**config.mk**
```make
export PLATFORM = sky130hd
export DESIGN_NAME = dpm_ustk_flat
export DESIGN_NICKNAME = d
export VERILOG_FILES = /design/src/rtl/dpm_ustk_if.sv /design/src/rtl/dpm_ustk.sv /design/src/flat_wrapper.sv
export SDC_FILE = /design/constraint.sdc
export NUM_CORES = 1
export LEC_CHECK = 0
export BUFFER_PORTS_ARGS = -buffer_cell sky130_fd_sc_hd__buf_2
export CAP_MARGIN = 5
export CORE_AREA = 2 2 107 109
export DETAILED_ROUTE_END_ITERATION = 16
export DIE_AREA = 0 0 109 111
export GPL_TIMING_DRIVEN = 0
export PLACE_DENSITY = 0.75
export SYNTH_ARGS = -nofsm -noshare
export SYNTH_HDL_FRONTEND = slang
export SYNTH_SLANG_ARGS = --single-unit
```
**constraint.sdc**
```tcl
create_clock -name mclk_l -period 2.65 [get_ports mclk_l]
set_clock_uncertainty 0.05 [all_clocks]
set_input_delay 0.265 -clock mclk_l [delete_from_list [all_inputs] [get_ports mclk_l]]
set_output_delay 0.265 -clock mclk_l [all_outputs]
set_load 0.01 [all_outputs]
```
**src/rtl/dpm_ustk_if.sv**
```systemverilog
// -----------------------------------------------------------------------------
// dpm_ustk_if - micro-stack bus between the microsequencer (MSQ) and the
// DPM micro-stack storage.
//
// Signals:
//   push_h        push request (JSR / microvector taken)
//   ustk_out_en_l active-low return cycle; pop request when low
//   ret_addr_h    return address to save on push
//   ustk_addr_h   sequencer's next stack pointer (sync check)
//   ustk_h        top of stack driven back during return cycles (wired-OR)
//
// Modports:
//   master - sequencer side (drives requests, receives ustk_h)
//   slave  - stack storage side
// -----------------------------------------------------------------------------
interface dpm_ustk_if #(
  parameter int AW = 4,
  parameter int DW = 6
);
  logic          push_h;
  logic          ustk_out_en_l;
  logic [DW-1:0] ret_addr_h;
  logic [AW-1:0] ustk_addr_h;
  logic [DW-1:0] ustk_h;

  modport master (
    output push_h,
    output ustk_out_en_l,
    output ret_addr_h,
    output ustk_addr_h,
    input  ustk_h
  );

  modport slave (
    input  push_h,
    input  ustk_out_en_l,
    input  ret_addr_h,
    input  ustk_addr_h,
    output ustk_h
  );
endinterface

```
**src/rtl/dpm_ustk.sv**
```systemverilog
// -----------------------------------------------------------------------------
// dpm_ustk - micro-stack storage for the microsequencer.
//
// Holds return addresses pushed on JSR/microvector cycles and drives the top
// of stack back onto the ustk bus during return cycles. Keeps a shadow stack
// pointer and a live depth count, and raises sticky overflow, underflow and
// pointer-desync flags.
//
// Ports:
//   mclk_l      microcycle clock, state updates on rising edge
//   init_h      asynchronous active-high reset
//   bus         dpm_ustk_if.slave (push_h, ustk_out_en_l, ret_addr_h,
//               ustk_addr_h in; ustk_h out)
//   diag_sel_h  diagnostic read index
//   diag_data_h combinational mem[diag_sel_h]
//   depth_h     live entry count, 0..2**AW
//   ovf_h       sticky overflow flag
//   unf_h       sticky underflow flag
//   sync_err_h  sticky pointer desync flag
// -----------------------------------------------------------------------------
module dpm_ustk #(
  parameter int AW = 4,
  parameter int DW = 6
) (
  input  logic          mclk_l,
  input  logic          init_h,
  dpm_ustk_if.slave     bus,
  input  logic [AW-1:0] diag_sel_h,
  output logic [DW-1:0] diag_data_h,
  output logic [AW:0]   depth_h,
  output logic          ovf_h,
  output logic          unf_h,
  output logic          sync_err_h
);

  localparam int          NENT = 2 ** AW;
  localparam logic [AW:0] FULL = (AW + 1)'(NENT);

  logic [DW-1:0] r_mem [NENT];
  logic [AW-1:0] r_ptr;
  logic [AW:0]   r_depth;
  logic [DW-1:0] r_tos;
  logic          r_ovf;
  logic          r_unf;
  logic          r_sync_err;

  logic          w_push;
  logic          w_pop;
  logic [AW-1:0] w_ptr_nxt;

  // Push wins over a simultaneous return enable, matching the sequencer.
  assign w_push = bus.push_h;
  assign w_pop  = ~bus.ustk_out_en_l & ~bus.push_h;

  // NOTE: every always_comb output gets a default first so no latch is inferred.
  always_comb begin
    w_ptr_nxt = r_ptr;
    if (w_push)     w_ptr_nxt = r_ptr + 1'b1;
    else if (w_pop) w_ptr_nxt = r_ptr - 1'b1;
  end

  // NOTE: storage array is deliberately left out of reset; only the pointer,
  // depth and flags define the stack state, so contents after init are don't-care.
  // The write is suppressed while init_h is held so a push coinciding with reset
  // is discarded.
  always_ff @(posedge mclk_l) begin
    if (w_push && !init_h) r_mem[w_ptr_nxt] <= bus.ret_addr_h;
  end

  // NOTE: sequential state uses non-blocking assignments so all registers
  // sample the pre-edge values (e.g. the pop reads mem before any write lands).
  always_ff @(posedge mclk_l or posedge init_h) begin
    if (init_h) begin
      r_ptr      <= '0;
      r_depth    <= '0;
      r_tos      <= '0;
      r_ovf      <= 1'b0;
      r_unf      <= 1'b0;
      r_sync_err <= 1'b0;
    end else begin
      if (w_push) begin
        r_ptr <= w_ptr_nxt;
        r_tos <= bus.ret_addr_h;
        // A full stack wraps onto its oldest entry; depth saturates.
        if (r_depth == FULL) r_ovf   <= 1'b1;
        else                 r_depth <= r_depth + 1'b1;
      end else if (w_pop) begin
        r_ptr <= w_ptr_nxt;
        r_tos <= r_mem[w_ptr_nxt];
        // An empty pop still moves the pointer so the shadow tracks the MSQ.
        if (r_depth == '0) r_unf   <= 1'b1;
        else               r_depth <= r_depth - 1'b1;
      end

      if ((w_push || w_pop) && (bus.ustk_addr_h != w_ptr_nxt))
        r_sync_err <= 1'b1;
    end
  end

  // Zero-latency return path; all-zero when not returning so the bus can be OR-ed.
  assign bus.ustk_h  = bus.ustk_out_en_l ? '0 : r_tos;
  assign diag_data_h = r_mem[diag_sel_h];
  assign depth_h     = r_depth;
  assign ovf_h       = r_ovf;
  assign unf_h       = r_unf;
  assign sync_err_h  = r_sync_err;

endmodule

```
**src/flat_wrapper.sv**
```systemverilog
// flat-port wrapper written by rule: the top's interface ports become plain ports
module dpm_ustk_flat 
#(
  parameter int AW = 4,
  parameter int DW = 6
)
  (mclk_l, init_h, diag_sel_h, diag_data_h, depth_h, ovf_h, unf_h, sync_err_h, bus_push_h, bus_ustk_out_en_l, bus_ret_addr_h, bus_ustk_addr_h, bus_ustk_h);
  dpm_ustk_if #(.AW(AW), .DW(DW)) bus_i ();
  input  logic mclk_l;
  input  logic init_h;
  input  logic [AW-1:0] diag_sel_h;
  output logic [DW-1:0] diag_data_h;
  output logic [AW:0] depth_h;
  output logic ovf_h;
  output logic unf_h;
  output logic sync_err_h;
  input wire logic [$bits(bus_i.push_h)-1:0] bus_push_h;
  input wire logic [$bits(bus_i.ustk_out_en_l)-1:0] bus_ustk_out_en_l;
  input wire logic [$bits(bus_i.ret_addr_h)-1:0] bus_ret_addr_h;
  input wire logic [$bits(bus_i.ustk_addr_h)-1:0] bus_ustk_addr_h;
  output wire logic [$bits(bus_i.ustk_h)-1:0] bus_ustk_h;
  assign bus_i.push_h = bus_push_h;
  assign bus_i.ustk_out_en_l = bus_ustk_out_en_l;
  assign bus_i.ret_addr_h = bus_ret_addr_h;
  assign bus_i.ustk_addr_h = bus_ustk_addr_h;
  assign bus_ustk_h = bus_i.ustk_h;
  dpm_ustk #(.AW(AW), .DW(DW)) u_core (.mclk_l(mclk_l), .init_h(init_h), .bus(bus_i), .diag_sel_h(diag_sel_h), .diag_data_h(diag_data_h), .depth_h(depth_h), .ovf_h(ovf_h), .unf_h(unf_h), .sync_err_h(sync_err_h));
endmodule
```
==> results.py, run 1 <==
metrics = {
    "status": {
        "status": "complete, but fails checks",
        "failed_checks": "setup timing",
    },
    "logic_synthesis": {
        "synth_nets": 436,
        "synth_top_area_share": 0.492,
        "syn_inst": 412,
        "synthArstFlopShare": 0.158,
        "ys_warn_count": 0,
        "synthDistinctLibCells": 56,
        "synth_area_per_cell_um2": 14.2,
        "synth-main-ff-cell": "edfxtp_1",
        "ys_seq_area_frac": 0.569,
        "synth.largest_area_cell": "edfxtp_1",
        "synth_area_um2": 5860,
        "netlist_top_cells_area": "edfxtp_1, mux4_2, dfrtp_1",
        "ys_ff_latch": 114,
        "synth_edf_count": 96,
    },
    "job": {
        "maxCapViolCount": 0,
    },
    "hold_path": {
        "hp-start": "bus_ustk_addr_h[3]",
        "hold_class": "primary input to register",
    },
    "power": {
        "pwr-share-comb": 0.454,
        "p_leak_nw": 2.62,
        "power_switching_w": 0.00317,
        "power_frac_clock": 0.267,
        "p_per_area_nw_per_um2": 1160,
        "peakVddDrop_v": 0.000636,
        "report.power.total_w": 0.00848,
        "p_sw_frac": 0.374,
        "p_seq_frac": 0.279,
        "internal-power_w": 0.00531,
    },
    "cells_and_area": {
        "drive_gt1_frac": 0.389,
        "stdcell_area_um2": 7300,
        "layout.nets": 507,
        "utilization": 0.659,
        "diodes": 0,
        "fillCellCount": 718,
        "area_delta_synth_final_pct": 24.6,
    },
    "routing": {
        "drt_pass1_iterations": 10,
        "vias": 4277,
        "drt_wl_total_um": 16200,
        "drc_errors": 0,
        "drt-vias-per-instance": 6.69,
        "ant_nets": 0,
        "drt_iter0_drc": 583,
        "wire_per_inst_um": 25.4,
    },
    "sta": {
        "rsz0062_at_grt": "yes",
        "fin_ws_ps": -21.3,
        "setup_viol": 1,
        "finalCriticalPeriod_ps": 2670,
        "fmax_ghz": 0.374,
        "slew_headroom": 0.488,
        "finalMaxSlewViolations": 0,
        "worstMarginPinSlew_ps": 768,
        "final_hold_viol_count": 0,
        "timing.final.crit_share": 1.01,
    },
    "worst_setup_path": {
        "critical_path_peak_fanout": 10,
        "worstSetupPathType": "register to register",
        "r2r_slack_ps": -20,
        "rr_startpoint": "u_core.r_ptr[0]",
        "crit_arrival_ps": 2980,
        "start_kind": "register",
        "required_ps": 2960,
        "startpoint": "u_core.r_ptr[0]",
        "cp-end-kind": "register",
    },
    "placed_design": {
        "place_area_um2": 6240,
        "portBuffers": 34,
        "routabilityCongestion": 0.887,
        "place_hpwl_um": 10500,
    },
    "clock_network": {
        "cts-root-buf": "clkbuf_16",
        "clock_latency_ps": 420,
        "htree_levels": 4,
        "cts.path.max_buffers": 2,
        "clkSinkCount": 114,
        "cts_tree": "built",
        "cts_buffers": 17,
        "clkTransAtPathRegs_ps": 60,
    },
    "floorplanning": {
        "ios": 38,
        "coreArea_um2": 11100,
        "die_w_um": 109,
        "dieHeight_um": 111,
        "start_util": 0.529,
        "die_area_um2": 12100,
        "row_count": 39,
    },
    "grt": {
        "grt_max_degree": 19,
        "grt_pass1_wl_um": 24800,
        "grt_pass1_vias": 4258,
        "antenna_found_initial": 0,
        "grt_overflow": 0,
        "grt_usage": 0.284,
    },
}
==> registers in the layout (all words and copies together) (netlist names) <==
name	count
u_core.sync_err_h	1
u_core.unf_h	1
u_core.ovf_h	1
u_core.r_mem	96
u_core.r_ptr	4
u_core.depth_h	5
u_core.r_tos	6
==> critical path: stages, from the launching register on <==
cell and delay (ps):
dfrtp_1 360, buf_6 150, clkinv_8 80, ha_4 150
a22oi_1 230, xor2_2 170, inv_1 310, nand2_4 170
or4_1 540, a32oi_1 250, a31o_1 140
==> logic make-up after synthesis <==
logic type | synth area share
simple gates | 0.0967
flops | 0.569
compound gates | 0.0869
mux | 0.178
buf+inv | 0.0329
xor+xnor | 0.0224
fa+ha+maj | 0.0141
==> cell usage in the layout, fill, tap and decap left out, drive strengths merged, types with 7 or more instances in the layout <==
| cell type | synthesis | layout |
|---|---|---|
| edfxtp | 96 | 96 |
| buf | 16 | 67 |
| mux4 | 46 | 46 |
| nand2 | 33 | 33 |
| clkbuf | 12 | 33 |
| nor2 | 31 | 31 |
| a21oi | 21 | 21 |
| dfrtp | 18 | 18 |
| nand3 | 18 | 18 |
| inv | 14 | 14 |
| o21ai | 14 | 14 |
| clkinv | 3 | 10 |
| nor2b | 9 | 9 |
| a22oi | 8 | 8 |
| xor2 | 7 | 7 |
==> routing by layer <==
metal  global-route usage  wire length [um]  vias up
met5                    0                 0        -
met1                0.400              6050     2157
met4                0.100               400        0
met3               0.0641              1820       44
li1                     -                 -     1774
met2                0.437              7960      302
==> final timing paths <==
check,end,cells past startpoint
setup / recovery,u_core.r_tos[5],10
setup reg to reg,u_core.r_tos[5],10
hold reg to reg,u_core.ovf_h,1
min in group asynchronous,u_core.r_ptr[0],3
max in group asynchronous,u_core.r_ptr[2],3
hold / removal,u_core.sync_err_h,4
==> timing repair <==
| action | in CTS | in global routing |
|---|---|---|
| endpoints found under the setup margin | 109 | 88 |
| gates resized for setup | 59 | 38 |
| endpoints found under the hold margin | 18 | 0 |
| setup buffers | 13 | 5 |
| hold buffers | 1 | 0 |
| pin swaps | 7 | 15 |
==> power by group through the flow <==
| stage | Clock, W | Combinational (W) | Sequential (W) |
|---|---|---|---|
| after floorplan | 0 | 0.00200 | 0.00236 |
| after global placement | 0 | 0.00273 | 0.00237 |
| after detailed placement | 0 | 0.00280 | 0.00238 |
| after CTS | 0.00226 | 0.00341 | 0.00236 |
| after global routing | 0.00235 | 0.00408 | 0.00239 |
| final | 0.00227 | 0.00385 | 0.00237 |
==> synthesized netlist by cell type (all sizes together) (4+ instances only) <==
| cell type | count |
|---|---|
| edfxtp | 96 |
| mux4 | 46 |
| nand2 | 33 |
| nor2 | 31 |
| a21oi | 21 |
| dfrtp | 18 |
| nand3 | 18 |
| buf | 16 |
| inv | 14 |
| o21ai | 14 |
| clkbuf | 12 |
| nor2b | 9 |
| a22oi | 8 |
| xor2 | 7 |
| a221o | 5 |
| ha | 5 |
| xnor2 | 5 |
| nand2b | 4 |
==> layout make-up <==
cell class / count / area [um^2] / area share
plain buffers: 27 / 194 / 0.0266
clock buffers: 21 / 440 / 0.0603
clock inverters: 11 / 138 / 0.0188
inverters: 17 / 93.8 / 0.0128
multi-input cells: 253 / 2590 / 0.355
flip-flops and latches: 114 / 3330 / 0.456
well taps: 143 / 179 / 0.0245
repair buffers: 53 / 335 / 0.0459
==> per-stage QoR <==
| stage | setup WS (ps) | TNS (ps) | std cells | hold WS (ps) |
|---|---|---|---|---|
| 3_3_place_gp | -549 | -37470 | 589 | 387 |
| 6_report | -21.3 | -21.3 | 639 | 173 |
| 2_1_floorplan | 29.1 | 0 | 412 | 154 |
| 4_1_cts | -36.4 | -36.4 | 634 | 182 |
| 5_1_grt | -76.9 | -224 | 639 | 205 |
| 3_5_place_dp | -580 | -40560 | 589 | 396 |
No activity file was read; power rests on OpenSTA's default activity.
==> run 2, diff against run 1 <==
==> constraint.sdc (replaced) <==
create_clock -name mclk_l -period 2.3 [get_ports mclk_l]
set_clock_uncertainty 0.05 [all_clocks]
set_input_delay 0.23 -clock mclk_l [delete_from_list [all_inputs] [get_ports mclk_l]]
set_output_delay 0.23 -clock mclk_l [all_outputs]
set_load 0.01 [all_outputs]
==> results.py, run 2 (synthesis gave the netlist of run 1 again) <==
metrics = {
    "worst_setup_path": {
        "cp_cell_sequence": "buf_6 > inv_6 > ha_4 > nor2b_1 > a31oi_4 > buf_6 > buf_12 > buf_4 > a2111oi_0 > o31ai_1 > a31o_1",
        "worstSetupPathType": "register to register",
        "cp-end-kind": "register",
        "required_ps": 2560,
        "start_kind": "register",
        "critPathMaxStageDelay_ps": 650,
        "cpMaxStageDelayCell": "a2111oi_0",
        "critical_path_peak_fanout": 5,
        "critPathBufInv": 5,
        "crit_arrival_ps": 3100,
        "crit_family": "compound AO/OA/AOI/OAI gates",
        "crit_top_cell": "buf_6",
    },
    "floorplanning": {
        "coreArea_um2": 11100,
        "row_count": 39,
        "start_util": 0.529,
        "ios": 38,
        "die_area_um2": 12100,
        "die_w_um": 109,
        "dieHeight_um": 111,
    },
    "clock_network": {
        "cts_tree": "built",
        "htree_levels": 4,
        "cts_buffers": 17,
        "clock_latency_ps": 430,
        "clkTransAtPathRegs_ps": 60,
        "cts.path.max_buffers": 2,
        "cts-root-buf": "clkbuf_16",
        "clkSinkCount": 114,
    },
    "grt": {
        "antenna_found_initial": 1,
        "grt_max_degree": 19,
        "grt_pass1_vias": 4268,
        "grt_usage": 0.289,
        "grt_pass1_wl_um": 25100,
        "grt_overflow": 0,
    },
    "power": {
        "p_sw_frac": 0.381,
        "p_leak_nw": 2.81,
        "p_seq_frac": 0.254,
        "peakVddDrop_v": 0.000683,
        "power_frac_clock": 0.238,
        "power_switching_w": 0.00409,
        "pwr-share-comb": 0.509,
        "p_per_area_nw_per_um2": 1390,
        "report.power.total_w": 0.0107,
        "internal-power_w": 0.00666,
    },
    "cells_and_area": {
        "stdcell_area_um2": 7720,
        "final_common_cell": "edfxtp_1",
        "largest_register_ffs": 96,
        "regArea_um2": 3330,
        "multi_input_area_um2": 2700,
        "top_register": "u_core.r_mem",
        "diodes": 0,
        "layout_common_cells": "edfxtp_1, mux4_2, buf_2, buf_4, nand2_1",
        "drive_gt1_frac": 0.464,
        "area_delta_synth_final_pct": 31.7,
        "fillCellCount": 635,
        "layout.nets": 536,
    },
    "routing": {
        "wire_per_inst_um": 26.5,
        "vias": 4558,
        "ant_nets": 0,
        "drt-vias-per-instance": 6.83,
        "drt_pass1_iterations": 6,
        "drt_wl_total_um": 17600,
        "drc_errors": 0,
        "drt_iter0_drc": 661,
    },
    "sta": {
        "fin_hold_ws_ps": 144,
        "slew_headroom": 0.531,
        "timing.final.crit_share": 1.23,
        "fin_ws_ps": -537,
        "worstMarginPinSlew_ps": 685,
        "fmax_ghz": 0.353,
        "final_hold_viol_count": 0,
        "finalCriticalPeriod_ps": 2840,
        "finalMaxSlewViolations": 0,
        "rsz0062_at_grt": "yes",
        "setup_viol": 105,
    },
    "placed_design": {
        "routabilityCongestion": 0.973,
        "place_hpwl_um": 10400,
        "place_area_um2": 6350,
        "portBuffers": 34,
        "pre_cts_ws_ps": -725,
    },
    "hold_path": {
        "hold_class": "primary input to register",
    },
    "status": {
        "status": "complete, but fails checks",
        "failed_checks": "setup timing",
    },
    "job": {
        "maxCapViolCount": 0,
    },
}
-- run 2: changes by cell type in the layout (fill, tap and decap cells not counted), moves of 3 or more --
| cell | before | now |
|---|---|---|
| clkbuf_1 | 8 | 3 |
| buf_4 | 18 | 33 |
| nand3_1 | 16 | 6 |
| buf_12 | 2 | 5 |
| nor2_2 | 4 | 0 |
| nand3_2 | 2 | 11 |
| nand2_2 | 4 | 8 |
| buf_6 | 7 | 18 |
| nor2_4 | 12 | 16 |
| nand2_1 | 25 | 21 |
-- run 2: final timing paths --
check / endpoint / startpoint / slack (ps) / cells after the start
min in group asynchronous: u_core.depth_h[0] / init_h / 470 / 3
max reg2reg: u_core.r_tos[5] / u_core.r_ptr[1] / -540 / 11
max in group asynchronous: u_core.r_ptr[3] / init_h / 1280 / 3
min reg2reg: u_core.unf_h / u_core.unf_h / 410 / 1
min: u_core.depth_h[1] / bus_push_h / 140 / 3
max: u_core.r_tos[5] / u_core.r_ptr[1] / -540 / 11
-- run 2: through the flow --
stage	setup TNS, ps	util	std cells
after floorplan	-2200	-	412
after global placement	-45590	0.573	589
after detailed placement	-46690	0.573	589
after CTS	-3390	0.665	644
after global routing	-14860	0.697	667
final	-9990	0.697	667
-- run 2: power by group through the flow --
stage | clock network, W | logic [W] | registers (W)
2_1_floorplan | 0 | 0.00249 | 0.00273
3_3_place_gp | 0 | 0.00332 | 0.00273
3_5_place_dp | 0 | 0.00336 | 0.00275
4_1_cts | 0.00253 | 0.00444 | 0.00271
5_1_grt | 0.00263 | 0.00568 | 0.00275
6_report | 0.00256 | 0.00546 | 0.00272
-- run 2: per-layer routing --
layer | up-vias | track usage | wire length [um]
met2 | 396 | 0.454 | 8600
li1 | 1828 | - | -
met1 | 2234 | 0.373 | 6060
met3 | 98 | 0.0835 | 2010
met5 | - | 0 | 14
met4 | 2 | 0.126 | 963
-- run 2: layout make-up --
| type | count | area share |
|---|---|---|
| Tap cell | 143 | 0.0232 |
| Timing Repair Buffer | 82 | 0.0801 |
| Buffer | 27 | 0.0306 |
| Inverter | 17 | 0.0117 |
| Clock buffer | 18 | 0.0556 |
| Sequential cell | 114 | 0.432 |
| Clock inverter | 13 | 0.0178 |
| Multi-Input combinational cell | 253 | 0.349 |
-- run 2: worst register-to-register path, delay by kind of cell, from the launching register on --
| family | cells | cell delay [ps] |
|---|---|---|
| AO/OA/AOI/OAI | 4 | 1080 |
| buffers and inverters | 5 | 630 |
| adder cells (fa/ha/maj) | 1 | 250 |
| flip-flops | 1 | 400 |
| AND/OR/NAND/NOR | 1 | 310 |
-- run 2: what timing repair did --
action,in CTS,in global routing
endpoints found under the hold margin,18,0
pin swaps,22,33
buffers inserted,24,24
setup endpoints to repair,109,112
hold buffers,1,0
resized for setup,58,47
gates cloned,0,0
